<file path="config.mk">
export PLATFORM = sky130hd
export DESIGN_NAME = alu_cmd_driver_flat
export DESIGN_NICKNAME = d
export VERILOG_FILES = /design/src/rtl/alu_cmd_driver_if.sv /design/src/rtl/alu_cmd_driver.sv /design/src/flat_wrapper.sv
export SDC_FILE = /design/constraint.sdc
export NUM_CORES = 1
export LEC_CHECK = 0
export ABC_AREA = 1
export CORE_AREA = 2 2 80 82
export DETAILED_ROUTE_END_ITERATION = 16
export DIE_AREA = 0 0 82 84
export PLACE_DENSITY = 0.74
export SLEW_MARGIN = 20
export SYNTH_ARGS = -nofsm -noshare
export SYNTH_HDL_FRONTEND = slang
export SYNTH_SLANG_ARGS = --single-unit
</file>
<file path="constraint.sdc">
create_clock -name clk -period 1.38 [get_ports clk]
set_clock_uncertainty 0.1 [all_clocks]
set_input_delay 0.207 -clock clk [delete_from_list [all_inputs] [get_ports clk]]
set_output_delay 0.207 -clock clk [all_outputs]
set_load 0.02 [all_outputs]
</file>
<file path="src/rtl/alu_cmd_driver_if.sv">
// Request/response handshake bundle between a command source and the ALU
// command driver. The master is the command source; the slave is the driver.
interface alu_cmd_driver_if #(
    parameter int WIDTH = 5
);
    // Request channel
    logic             req_valid;
    logic             req_ready;
    logic [WIDTH-1:0] req_a;
    logic [WIDTH-1:0] req_b;
    logic [1:0]       req_mode;
    logic [2:0]       req_a_op;
    logic [1:0]       req_b_op;

    // Response channel
    logic             rsp_valid;
    logic             rsp_ready;
    logic [WIDTH:0]   rsp_c;
    logic             rsp_err;
    logic             rsp_mismatch;

    modport master (
        output req_valid, req_a, req_b, req_mode, req_a_op, req_b_op,
        input  req_ready,
        input  rsp_valid, rsp_c, rsp_err, rsp_mismatch,
        output rsp_ready
    );

    modport slave (
        input  req_valid, req_a, req_b, req_mode, req_a_op, req_b_op,
        output req_ready,
        output rsp_valid, rsp_c, rsp_err, rsp_mismatch,
        input  rsp_ready
    );
endinterface

</file>
<file path="src/rtl/alu_cmd_driver.sv">
// ALU command driver: accepts one request at a time, pulses the ALU enable
// for a single cycle, captures the ALU's registered result/error, compares
// the error against a locally predicted value and returns a response.
module alu_cmd_driver #(
    parameter int WIDTH = 5
) (
    input  logic               clk,
    input  logic               rst,
    alu_cmd_driver_if.slave    bus,
    output logic [WIDTH-1:0]   alu_a,
    output logic [WIDTH-1:0]   alu_b,
    output logic               alu_en,
    output logic               alu_a_en,
    output logic               alu_b_en,
    output logic [2:0]         alu_a_op,
    output logic [1:0]         alu_b_op,
    input  logic [WIDTH:0]     alu_c,
    input  logic               alu_error,
    output logic [15:0]        txn_count,
    output logic [7:0]         mismatch_count
);

    // Most negative signed operand; the ALU flags it as an error.
    localparam logic [WIDTH-1:0] MIN_OPERAND = {1'b1, {(WIDTH-1){1'b0}}};

    typedef enum logic [1:0] {
        S_IDLE,
        S_ISSUE,
        S_CAPTURE,
        S_RESP
    } state_t;

    state_t           r_state;
    state_t           w_state_next;
    logic             w_req_ready;
    logic             w_rsp_valid;
    logic             w_alu_en;
    logic             w_accept;
    logic             w_rsp_done;
    logic             w_pred_err;

    logic [WIDTH-1:0] r_a;
    logic [WIDTH-1:0] r_b;
    logic [1:0]       r_mode;
    logic [2:0]       r_a_op;
    logic [1:0]       r_b_op;
    logic             r_pred_err;

    logic [WIDTH:0]   r_rsp_c;
    logic             r_rsp_err;
    logic             r_rsp_mismatch;
    logic [15:0]      r_txn_count;
    logic [7:0]       r_mismatch_count;

    assign w_accept   = (r_state == S_IDLE) && bus.req_valid;
    assign w_rsp_done = (r_state == S_RESP) && bus.rsp_ready;

    // Error the ALU is expected to raise for the incoming request.
    assign w_pred_err = (bus.req_a == MIN_OPERAND) ||
                        (bus.req_b == MIN_OPERAND) ||
                        ((bus.req_mode == 2'b01) && (bus.req_a_op == 3'd7)) ||
                        ((bus.req_mode == 2'b10) && (bus.req_b_op == 2'd3));

    // State register.
    always_ff @(posedge clk) begin
        if (rst) begin
            r_state <= S_IDLE;
        end else begin
            r_state <= w_state_next;
        end
    end

    // Next-state and state-decoded handshake/enable outputs.
    always_comb begin
        w_state_next = r_state;
        w_req_ready  = 1'b0;
        w_rsp_valid  = 1'b0;
        w_alu_en     = 1'b0;
        case (r_state)
            S_IDLE: begin
                w_req_ready = 1'b1;
                if (bus.req_valid) begin
                    w_state_next = S_ISSUE;
                end
            end
            S_ISSUE: begin
                w_alu_en     = 1'b1;
                w_state_next = S_CAPTURE;
            end
            S_CAPTURE: begin
                w_state_next = S_RESP;
            end
            S_RESP: begin
                w_rsp_valid = 1'b1;
                if (bus.rsp_ready) begin
                    w_state_next = S_IDLE;
                end
            end
            default: begin
                w_state_next = S_IDLE;
            end
        endcase
    end

    // Request registers; these also hold the ALU drive values between issues.
    always_ff @(posedge clk) begin
        if (rst) begin
            r_a        <= '0;
            r_b        <= '0;
            r_mode     <= '0;
            r_a_op     <= '0;
            r_b_op     <= '0;
            r_pred_err <= 1'b0;
        end else if (w_accept) begin
            r_a        <= bus.req_a;
            r_b        <= bus.req_b;
            r_mode     <= bus.req_mode;
            r_a_op     <= bus.req_a_op;
            r_b_op     <= bus.req_b_op;
            r_pred_err <= w_pred_err;
        end
    end

    // Capture the ALU's registered outputs one cycle after the enable pulse.
    always_ff @(posedge clk) begin
        if (rst) begin
            r_rsp_c        <= '0;
            r_rsp_err      <= 1'b0;
            r_rsp_mismatch <= 1'b0;
        end else if (r_state == S_CAPTURE) begin
            r_rsp_c        <= alu_c;
            r_rsp_err      <= alu_error;
            r_rsp_mismatch <= alu_error ^ r_pred_err;
        end
    end

    // Completed-response counter (wraps) and mismatch counter (saturates).
    always_ff @(posedge clk) begin
        if (rst) begin
            r_txn_count      <= '0;
            r_mismatch_count <= '0;
        end else if (w_rsp_done) begin
            r_txn_count <= r_txn_count + 16'd1;
            if (r_rsp_mismatch && (r_mismatch_count != 8'hFF)) begin
                r_mismatch_count <= r_mismatch_count + 8'd1;
            end
        end
    end

    assign bus.req_ready    = w_req_ready;
    assign bus.rsp_valid    = w_rsp_valid;
    assign bus.rsp_c        = r_rsp_c;
    assign bus.rsp_err      = r_rsp_err;
    assign bus.rsp_mismatch = r_rsp_mismatch;

    assign alu_en         = w_alu_en;
    assign alu_a          = r_a;
    assign alu_b          = r_b;
    assign alu_a_en       = r_mode[0];
    assign alu_b_en       = r_mode[1];
    assign alu_a_op       = r_a_op;
    assign alu_b_op       = r_b_op;
    assign txn_count      = r_txn_count;
    assign mismatch_count = r_mismatch_count;

endmodule

</file>
<file path="src/flat_wrapper.sv">
// flat-port wrapper written by rule: the top's interface ports become plain ports
module alu_cmd_driver_flat 
#(
    parameter int WIDTH = 5
)
  (clk, rst, alu_a, alu_b, alu_en, alu_a_en, alu_b_en, alu_a_op, alu_b_op, alu_c, alu_error, txn_count, mismatch_count, bus_req_valid, bus_req_a, bus_req_b, bus_req_mode, bus_req_a_op, bus_req_b_op, bus_req_ready, bus_rsp_valid, bus_rsp_c, bus_rsp_err, bus_rsp_mismatch, bus_rsp_ready);
  alu_cmd_driver_if #(.WIDTH(WIDTH)) bus_i ();
  input  logic clk;
  input  logic rst;
  output logic [WIDTH-1:0] alu_a;
  output logic [WIDTH-1:0] alu_b;
  output logic alu_en;
  output logic alu_a_en;
  output logic alu_b_en;
  output logic [2:0] alu_a_op;
  output logic [1:0] alu_b_op;
  input  logic [WIDTH:0] alu_c;
  input  logic alu_error;
  output logic [15:0] txn_count;
  output logic [7:0] mismatch_count;
  input wire logic [$bits(bus_i.req_valid)-1:0] bus_req_valid;
  input wire logic [$bits(bus_i.req_a)-1:0] bus_req_a;
  input wire logic [$bits(bus_i.req_b)-1:0] bus_req_b;
  input wire logic [$bits(bus_i.req_mode)-1:0] bus_req_mode;
  input wire logic [$bits(bus_i.req_a_op)-1:0] bus_req_a_op;
  input wire logic [$bits(bus_i.req_b_op)-1:0] bus_req_b_op;
  output wire logic [$bits(bus_i.req_ready)-1:0] bus_req_ready;
  output wire logic [$bits(bus_i.rsp_valid)-1:0] bus_rsp_valid;
  output wire logic [$bits(bus_i.rsp_c)-1:0] bus_rsp_c;
  output wire logic [$bits(bus_i.rsp_err)-1:0] bus_rsp_err;
  output wire logic [$bits(bus_i.rsp_mismatch)-1:0] bus_rsp_mismatch;
  input wire logic [$bits(bus_i.rsp_ready)-1:0] bus_rsp_ready;
  assign bus_i.req_valid = bus_req_valid;
  assign bus_i.req_a = bus_req_a;
  assign bus_i.req_b = bus_req_b;
  assign bus_i.req_mode = bus_req_mode;
  assign bus_i.req_a_op = bus_req_a_op;
  assign bus_i.req_b_op = bus_req_b_op;
  assign bus_req_ready = bus_i.req_ready;
  assign bus_rsp_valid = bus_i.rsp_valid;
  assign bus_rsp_c = bus_i.rsp_c;
  assign bus_rsp_err = bus_i.rsp_err;
  assign bus_rsp_mismatch = bus_i.rsp_mismatch;
  assign bus_i.rsp_ready = bus_rsp_ready;
  alu_cmd_driver #(.WIDTH(WIDTH)) u_core (.clk(clk), .rst(rst), .bus(bus_i), .alu_a(alu_a), .alu_b(alu_b), .alu_en(alu_en), .alu_a_en(alu_a_en), .alu_b_en(alu_b_en), .alu_a_op(alu_a_op), .alu_b_op(alu_b_op), .alu_c(alu_c), .alu_error(alu_error), .txn_count(txn_count), .mismatch_count(mismatch_count));
endmodule
</file>
* After elaboration in Yosys (flattened, before gate mapping)
Cells that the tools add are included.
Storage, ports and cells: register bits after elaboration 52, output and inout port bits 52, input bits 28, logic and storage cells 44
Operators by class: multiplexer cells 6, reductions and logical operators 11, eq/ne operators 12, bitwise operators 1, add/sub/neg operators 2
Operators with widths (number):
- 16-bit by 1-bit adder with 16-bit output (second input constant) | 1
- 5-bit == test (second input constant) | 2
- 8-bit by 1-bit adder with 8-bit output (second input constant) | 1
- 2-bit == test (second input constant) | 4
- 8-bit != test (second input constant) | 1
- 2-bit case mux with 4 select lines | 1
- 1-bit logical AND | 5
- 2-bit by 1-bit == test with 1-bit output (second input constant) | 2
- 2-bit 2-to-1 mux | 2
- 2-bit != test (second input constant) | 2
- 2-bit AND reduction | 2
- 3-bit == test (second input constant) | 1
- 1-bit logical OR | 3
- 1-bit 2-to-1 mux | 3
- 2-bit zero test | 1
- 1-bit XOR | 1

* Longest topological paths before layout
Gate-level depths: netlist of run 1.
depth in word-level cells 4, gate-level depth with buffers 9, gate-level depth less buffers 9

* Worst setup path before layout of run 1
Ideal clock, no wire load.
kind reg-to-reg, from reg u_core.r_state[0], to reg u_core.r_txn_count[15], in the netlist u_core.txn_count[15], arrival time 1.326 ns, period minus slack after synthesis 1.541 ns, cell stages (with the launch flop) 9, setup slack -0.161 ns, path through dfxtp_1 > ha_1 > nand2_4 > clkinv_2 > nand3_2 > nor2_2 > nand3_1 > nand2_1 > nor2_1
On the way: longest elaborated chain between the ends 2
RTL lines:
- from (decl) | line alu_cmd_driver.sv:33 | state_t r_state;
- from (signal assigned) | line alu_cmd_driver.sv:69 | r_state <= w_state_next;
- 2-bit == test | line alu_cmd_driver.sv:56 | assign w_rsp_done = (r_state == S_RESP) && bus.rsp_ready;
- 1-bit logical AND | line alu_cmd_driver.sv:56
- to (signal assigned) | line alu_cmd_driver.sv:143 | r_txn_count <= r_txn_count + 16'd1;
- to (decl) | line alu_cmd_driver.sv:52 | logic [15:0] r_txn_count;
No other way between the ends. A chain may end at the register's enable or synchronous reset.

* Worst setup path after layout of run 1
from reg u_core.r_state[0], to reg u_core.r_txn_count[7], in the netlist u_core.txn_count[7]
Same word-level chain as after synthesis.

==> impl_metrics.csv, run 1 <==
group,metric,value,unit
sta,relSlewSlack,73.1,%
synthesis,synth_top_family_by_area,"simple AND/OR/NAND/NOR gates",
grt,grt.total_usage,20.0,%
layout,fin_nets,489,
sta,hold_violations,0,
critical_path,crit_required,1.52,ns
synthesis,synthXorXnorAreaFrac,0.725,%
placement,dp_hpwl,4.48,mm
route,drt_wl_total,7.03,mm
critical_path,ff2ff_path_depth,9,
die,placementRows,29,
sta,fmax,0.623,GHz
synthesis,synth_seq_cells,52,
critical_path,crit-reg2reg-capture,"u_core.txn_count[7]",
sta,final-setup-viol-count,27,
route,drtAntennaViolNets,0,
critical_path,cp-end-kind,"register",
route,firstDrtPassIters,4,
route,vias_per_cell,4.97,
synthesis,avgSynthCellArea,7.08,sq um
power,total_power,5590,uW
placement,globalplace.congestion,0.818,
synthesis,synth_edf_count,0,
sta,finalCriticalPeriod,1.60,ns
status,status,"complete, but fails checks",
run,drv_cap,0,
sta,worst_slew_pin_slew,0.402,ns
synthesis,synth_cell_types,30,
route,detail_route.wl_per_cell,13.2,um
critical_path,startpoint,"u_core.r_state[0]",
synthesis,syn_inst,341,
clock_network,cts_tree,"built",
grt,gr-total-overflow,0,
synthesis,synth_fa_ha_area_share,3.63,%
die,core-area,0.00610,sq mm
critical_path,critPathLaunchType,"register",
die,initial_utilization,39.6,%
synthesis,ys_warn_count,0,
clock_network,clkLatencyLatePin,0.31,ns
sta,finalCritPeriodShare,116,%
synthesis,syn_nets,376,
synthesis,yosys-top-cells-area,"dfxtp_1 (43%), nor2_1 (12%), nand2_1 (8.4%)",
sta,maxSlewViolCount,0,
layout,n_fill_cell,505,
synthesis,netlist_area,0.00241,sq mm
clock_network,htree_num_levels,2,
synthesis,synthMuxAreaShare,0,%
route,drc,0,
critical_path,worstPathArrival,1.75,ns
layout,seq_area,0.00105,sq mm
status,violations,"negative setup slack",
layout,antennaDiodeCount,0,
sta,finalWorstSetupSlack,-0.225,ns
grt,antenna_found_initial,0,
worst_hold_path,worstHoldPathType,"in -> reg",
critical_path,critical_path_class,"reg -> reg",
critical_path,r2r_start,"u_core.r_state[0]",
synthesis,synth_compound_area_share,12.1,%
grt,grt_pass1_wl,10.9,mm
synthesis,async_reset_ff_share,0,%
clock_network,cts_sinks,52,
layout,multi_input_area,0.00148,sq mm
critical_path,rrSetupSlack,-0.22,ns
grt,grt_max_degree,28,
power,p_leak,0.00181,uW
layout,syn2layout_area_growth,66.4,%
layout,drive_gt1_share,27.1,%
sta,rsz0062_at_grt,"true",
die,die_w,82,um
synthesis,seq_area_frac_synth,43.1,%
placement,portBuffers,79,
die,fp.dieH,84,um
synthesis,ys.flop_type,"dfxtp_1",
route,drt_iter0_drc,134,
die,io_pins,80,
power,vdd_ir_drop_max,1.01,mV
clock_network,clockBufferDepth,2,
power,power_density,1390,mW/mm^2
clock_network,cts_hold_buffers,0,
clock_network,clk_pin_slew,0.10,ns
critical_path,crit_end,"u_core.txn_count[7]",
critical_path,cp_max_fo,5,
die,dieArea,0.00689,sq mm
synthesis,synth_top_area_share,43.1,%
synthesis,yosysTopAreaCell,"dfxtp_1",
clock_network,ctsRootBufferMaster,"clkbuf_8",
grt,grt_pass1_vias,2477,
clock_network,cts_buffers,5,
synthesis,yosys.area_share.simple,31.3,%
layout,finalCoreUtilization,65.9,%
route,vias,2640,
placement,pre_cts_ws,-0.292,ns
[stage by stage]
step / setup TNS (ns) / hold slack [ns] / std cells / cell area, sq um
floorplan: -0.285 / 0.169 / 341 / 2430
global placement: -4.27 / 0.363 / 512 / 3470
detailed placement: -5.62 / 0.376 / 512 / 3470
CTS: -2.03 / 0.342 / 523 / 3740
global route: -4.78 / 0.376 / 531 / 4020
finish: -2.69 / 0.349 / 531 / 4020
[worst min-delay path by stage]
stage	start	end	slack, ns	depth (start not counted)
floorplan	rst	u_core.mismatch_count[0]	0.17	1
global placement	u_core.alu_a_op[2]	u_core.alu_a_op[2]	0.36	2
detailed placement	u_core.mismatch_count[1]	u_core.mismatch_count[1]	0.38	2
CTS	bus_req_b[1]	u_core.alu_b[1]	0.34	3
global route	alu_c[1]	u_core.bus.rsp_c[1]	0.38	3
finish	bus_req_b[1]	u_core.alu_b[1]	0.35	3
[placed cells by master, fill, tap and decap left out, types with 3 or more instances in the layout]
cell / n
nor2_4: 7
ha_4: 5
nand2_2: 7
clkbuf_8: 5
clkdlybuf4s15_1: 8
o21ai_0: 10
buf_12: 3
nor3_4: 3
a21oi_2: 3
nor2_1: 66
dfxtp_1: 46
nand3_1: 12
inv_4: 5
buf_6: 12
nand3_4: 4
dlygate4sd2_1: 34
inv_1: 35
dfxtp_2: 4
nand3_2: 3
buf_4: 20
nand2_1: 47
clkbuf_2: 4
a21oi_1: 17
nor2_2: 6
nand4_1: 6
o21ai_1: 16
clkdlybuf4s50_1: 27
o21ai_2: 7
inv_2: 3
clkdlybuf4s15_2: 3
[worst max-delay path, stage by stage, from the launching register on]
cell and delay (ns):
dfxtp_4 0.36, buf_6 0.11, ha_4 0.13, buf_6 0.13, nand2_8 0.09, nor3_4 0.26
nand2_1 0.11, nand2_1 0.08, inv_1 0.05, nor2_1 0.12
[state kept, by name, summed over array words and instances (netlist names)]
signal	cells
u_core.r_pred_err	1
u_core.r_state	2
u_core.alu_b	5
u_core.bus.rsp_mismatch	1
u_core.mismatch_count	8
u_core.bus.rsp_c	6
u_core.r_mode	2
u_core.bus.rsp_err	1
u_core.alu_a	5
u_core.alu_b_op	2
u_core.alu_a_op	3
u_core.txn_count	16
[layout make-up]
type,instances,share of cell area [%]
multi-input cells,237,36.8
flip-flops and latches,52,26.2
repair buffers,114,26.7
clock buffers,5,1.71
inverters,44,4.73
clock inverters,2,1.49
well taps,77,2.40
[cells by family after synthesis]
| logic type | Yosys count |
|---|---|
| buffers and inverters | 53 |
| xor gates and xnor gates | 2 |
| DFF | 52 |
| and+or+nand+nor | 171 |
| AOI/OAI and AO/OA | 56 |
| adders and majority gates | 7 |
[synth_stat cells, types with 3 or more instances]
library cell  count
nor2_1           74
nand2_1          54
dfxtp_1          52
inv_1            41
o21ai_0          33
a21oi_1          20
nand3_1          17
ha_1              7
nand4_1           6
nor2_2            5
nor3_1            4
clkbuf_1          3
nand2_2           3
[power breakdown]
part | switching, uW | internal, uW
Sequential | 165 | 1790
Clock | 521 | 714
Combinational | 1320 | 1080
Total | 2000 | 3580
[repair_timing]
item | in CTS | in global routing
endpoints found under the setup margin | 91 | 61
pin swaps | 11 | 22
cloned | 1 | 2
setup buffers | 4 | 7
gates resized for setup | 109 | 98
[metal layers]
| metal | global-route usage, % | wire length, um | share of wire (%) | up-vias |
|---|---|---|---|---|
| li1 | - | - | - | 1307 |
| met1 | 23.9 | 2650 | 38 | 1214 |
| met2 | 33.5 | 3650 | 52 | 111 |
| met3 | 6.06 | 595 | 8.5 | 8 |
| met4 | 6.82 | 131 | 1.9 | 0 |
| met5 | 0 | 0 | 0 | - |
No activity file was read; power rests on OpenSTA's default activity.
==> run 2, diff against run 1 <==
==> constraint.sdc (replaced) <==
create_clock -name clk -period 1.38 [get_ports clk]
set_clock_uncertainty 0.1 [all_clocks]
set_input_delay 0.276 -clock clk [delete_from_list [all_inputs] [get_ports clk]]
set_output_delay 0.276 -clock clk [all_outputs]
set_load 0.02 [all_outputs]
==> run 2 against run 1 <==
  * The run still ends with negative setup slack left
  * Maximum frequency increased by 2.9%
  * Power increased by 11%
  * Core utilization increased by 4.8 points
  * Setup slack improved by 0.045 ns
  * Flip-flop and latch count unchanged
  * Worst hold slack improved by 0.040 ns
  * Clock power about the same
  * Critical path type unchanged
  * Largest power group unchanged
==> impl_metrics.csv, run 2 (synthesis gave the netlist of run 1 again) <==
group,metric,value,unit
status,status,"complete, but fails checks",
status,violations,"negative setup slack",
critical_path,critPathLaunchType,"register",
die,initial_utilization,39.6,%
power,vdd_ir_drop_max,1.03,mV
critical_path,critPathBufInv,5,
critical_path,crit_chain,"buf_6, inv_4, ha_4, buf_6, nand2_8, clkinv_8, buf_12, o21ai_2, a21oi_4",
critical_path,cp_common_cell,"buf_6",
layout,largest_register_ffs,16,
route,drt_iter0_drc,115,
critical_path,cp_slowest_cell,"dfxtp_4",
route,drtAntennaViolNets,0,
sta,finalCriticalPeriod,1.56,ns
layout,final_cell_mix,"nor2_1 (58), nand2_1 (49), dfxtp_1 (42), buf_4 (36), inv_1 (34)",
clock_network,htree_num_levels,2,
clock_network,cts_buffers,5,
clock_network,cts_sinks,52,
critical_path,worstPathArrival,1.67,ns
sta,fmax,0.641,GHz
clock_network,cts_tree,"built",
sta,finalWorstSetupSlack,-0.179,ns
sta,whs,0.389,ns
critical_path,crit_required,1.49,ns
die,die_w,82,um
clock_network,clockBufferDepth,2,
power,total_power,6200,uW
layout,fin_nets,509,
grt,grt_pass1_wl,12.1,mm
grt,antenna_found_initial,0,
sta,hold_violations,0,
die,dieArea,0.00689,sq mm
grt,grt_pass1_vias,2686,
die,core-area,0.00610,sq mm
layout,syn2layout_area_growth,78.6,%
grt,grt_max_degree,28,
layout,final_common_cell,"nor2_1",
route,vias,2737,
route,vias_per_cell,4.97,
sta,maxSlewViolCount,0,
power,power_density,1440,mW/mm^2
critical_path,critical_path_class,"reg -> reg",
power,p_leak,0.00185,uW
layout,antennaDiodeCount,0,
sta,relSlewSlack,74.4,%
layout,finalCoreUtilization,70.8,%
placement,dp_hpwl,4.72,mm
route,drt_wl_total,7.71,mm
clock_network,cts_hold_buffers,0,
sta,final-setup-viol-count,36,
placement,globalplace.congestion,0.824,
route,drc,0,
clock_network,clkLatencyLatePin,0.31,ns
die,io_pins,80,
critical_path,critPathTopFamily,"buffers and inverters",
die,fp.dieH,84,um
grt,gr-total-overflow,0,
critical_path,rrSetupSlack,-0.18,ns
sta,finalCritPeriodShare,113,%
die,placementRows,29,
worst_hold_path,worstHoldPathType,"reg -> reg",
critical_path,cp-end-kind,"register",
placement,portBuffers,79,
critical_path,cp_max_fo,7,
clock_network,clk_pin_slew,0.10,ns
sta,worst_slew_pin_slew,0.384,ns
route,detail_route.wl_per_cell,14.0,um
route,firstDrtPassIters,4,
grt,grt.total_usage,22.3,%
critical_path,slowest_delay,0.40,ns
clock_network,ctsRootBufferMaster,"clkbuf_8",
layout,drive_gt1_share,40.3,%
sta,rsz0062_at_grt,"true",
run,drv_cap,0,
-- run 2: power by group --
group,internal (uW),switching (uW)
clock,714,519
sequential,1810,259
combinational,1380,1520
total,3900,2300
-- run 2: through the flow --
stage	setup slack, ns	area [sq um]	setup TNS (ns)	std cells
2_1_floorplan	-0.0561	2430	-0.285	341
3_3_place_gp	-0.293	3620	-7.52	530
3_5_place_dp	-0.341	3620	-9.87	530
4_1_cts	-0.128	4180	-1.75	547
5_1_grt	-0.246	4310	-6.30	551
6_report	-0.179	4310	-3.41	551
-- run 2: final timing paths --
kind	startpoint	endpoint	cells after the start
setup reg to reg	u_core.r_state[0]	u_core.alu_b[1]	9
hold / removal	u_core.alu_a_op[2]	u_core.alu_a_op[2]	2
setup / recovery	u_core.r_state[0]	u_core.alu_b[1]	9
hold reg to reg	u_core.alu_a_op[2]	u_core.alu_a_op[2]	2
-- run 2: cell type report --
| cell class | count | area, sq um |
|---|---|---|
| Clock buffer | 5 | 68.8 |
| Clock inverter | 2 | 60.1 |
| Fill cell | 435 | 1780 |
| Inverter | 44 | 198 |
| Multi-Input combinational cell | 237 | 1560 |
| Sequential cell | 52 | 1060 |
| Tap cell | 77 | 96.3 |
| Timing Repair Buffer | 134 | 1270 |
-- run 2: routing by layer --
layer / up-vias / global-route usage (%) / wire, um
met3: 12 / 6.93 / 508
li1: 1355 / - / -
met5: - / 0 / 0
met1: 1289 / 26.0 / 3010
met2: 81 / 38.2 / 4070
met4: 0 / 7.12 / 117
-- run 2: worst min-delay path: stages (launching register included) --
cell and delay, ns:
dfxtp_1 0.34, nor2_1 0.04, nor2_1 0.08
-- run 2: repair_timing --
action / in CTS / in global routing
hold endpoints to repair: 0 / 0
resized for setup: 210 / 98
cloned: 4 / 0
setup buffers: 7 / 4
endpoints found under the setup margin: 102 / 92
pin swaps: 28 / 35
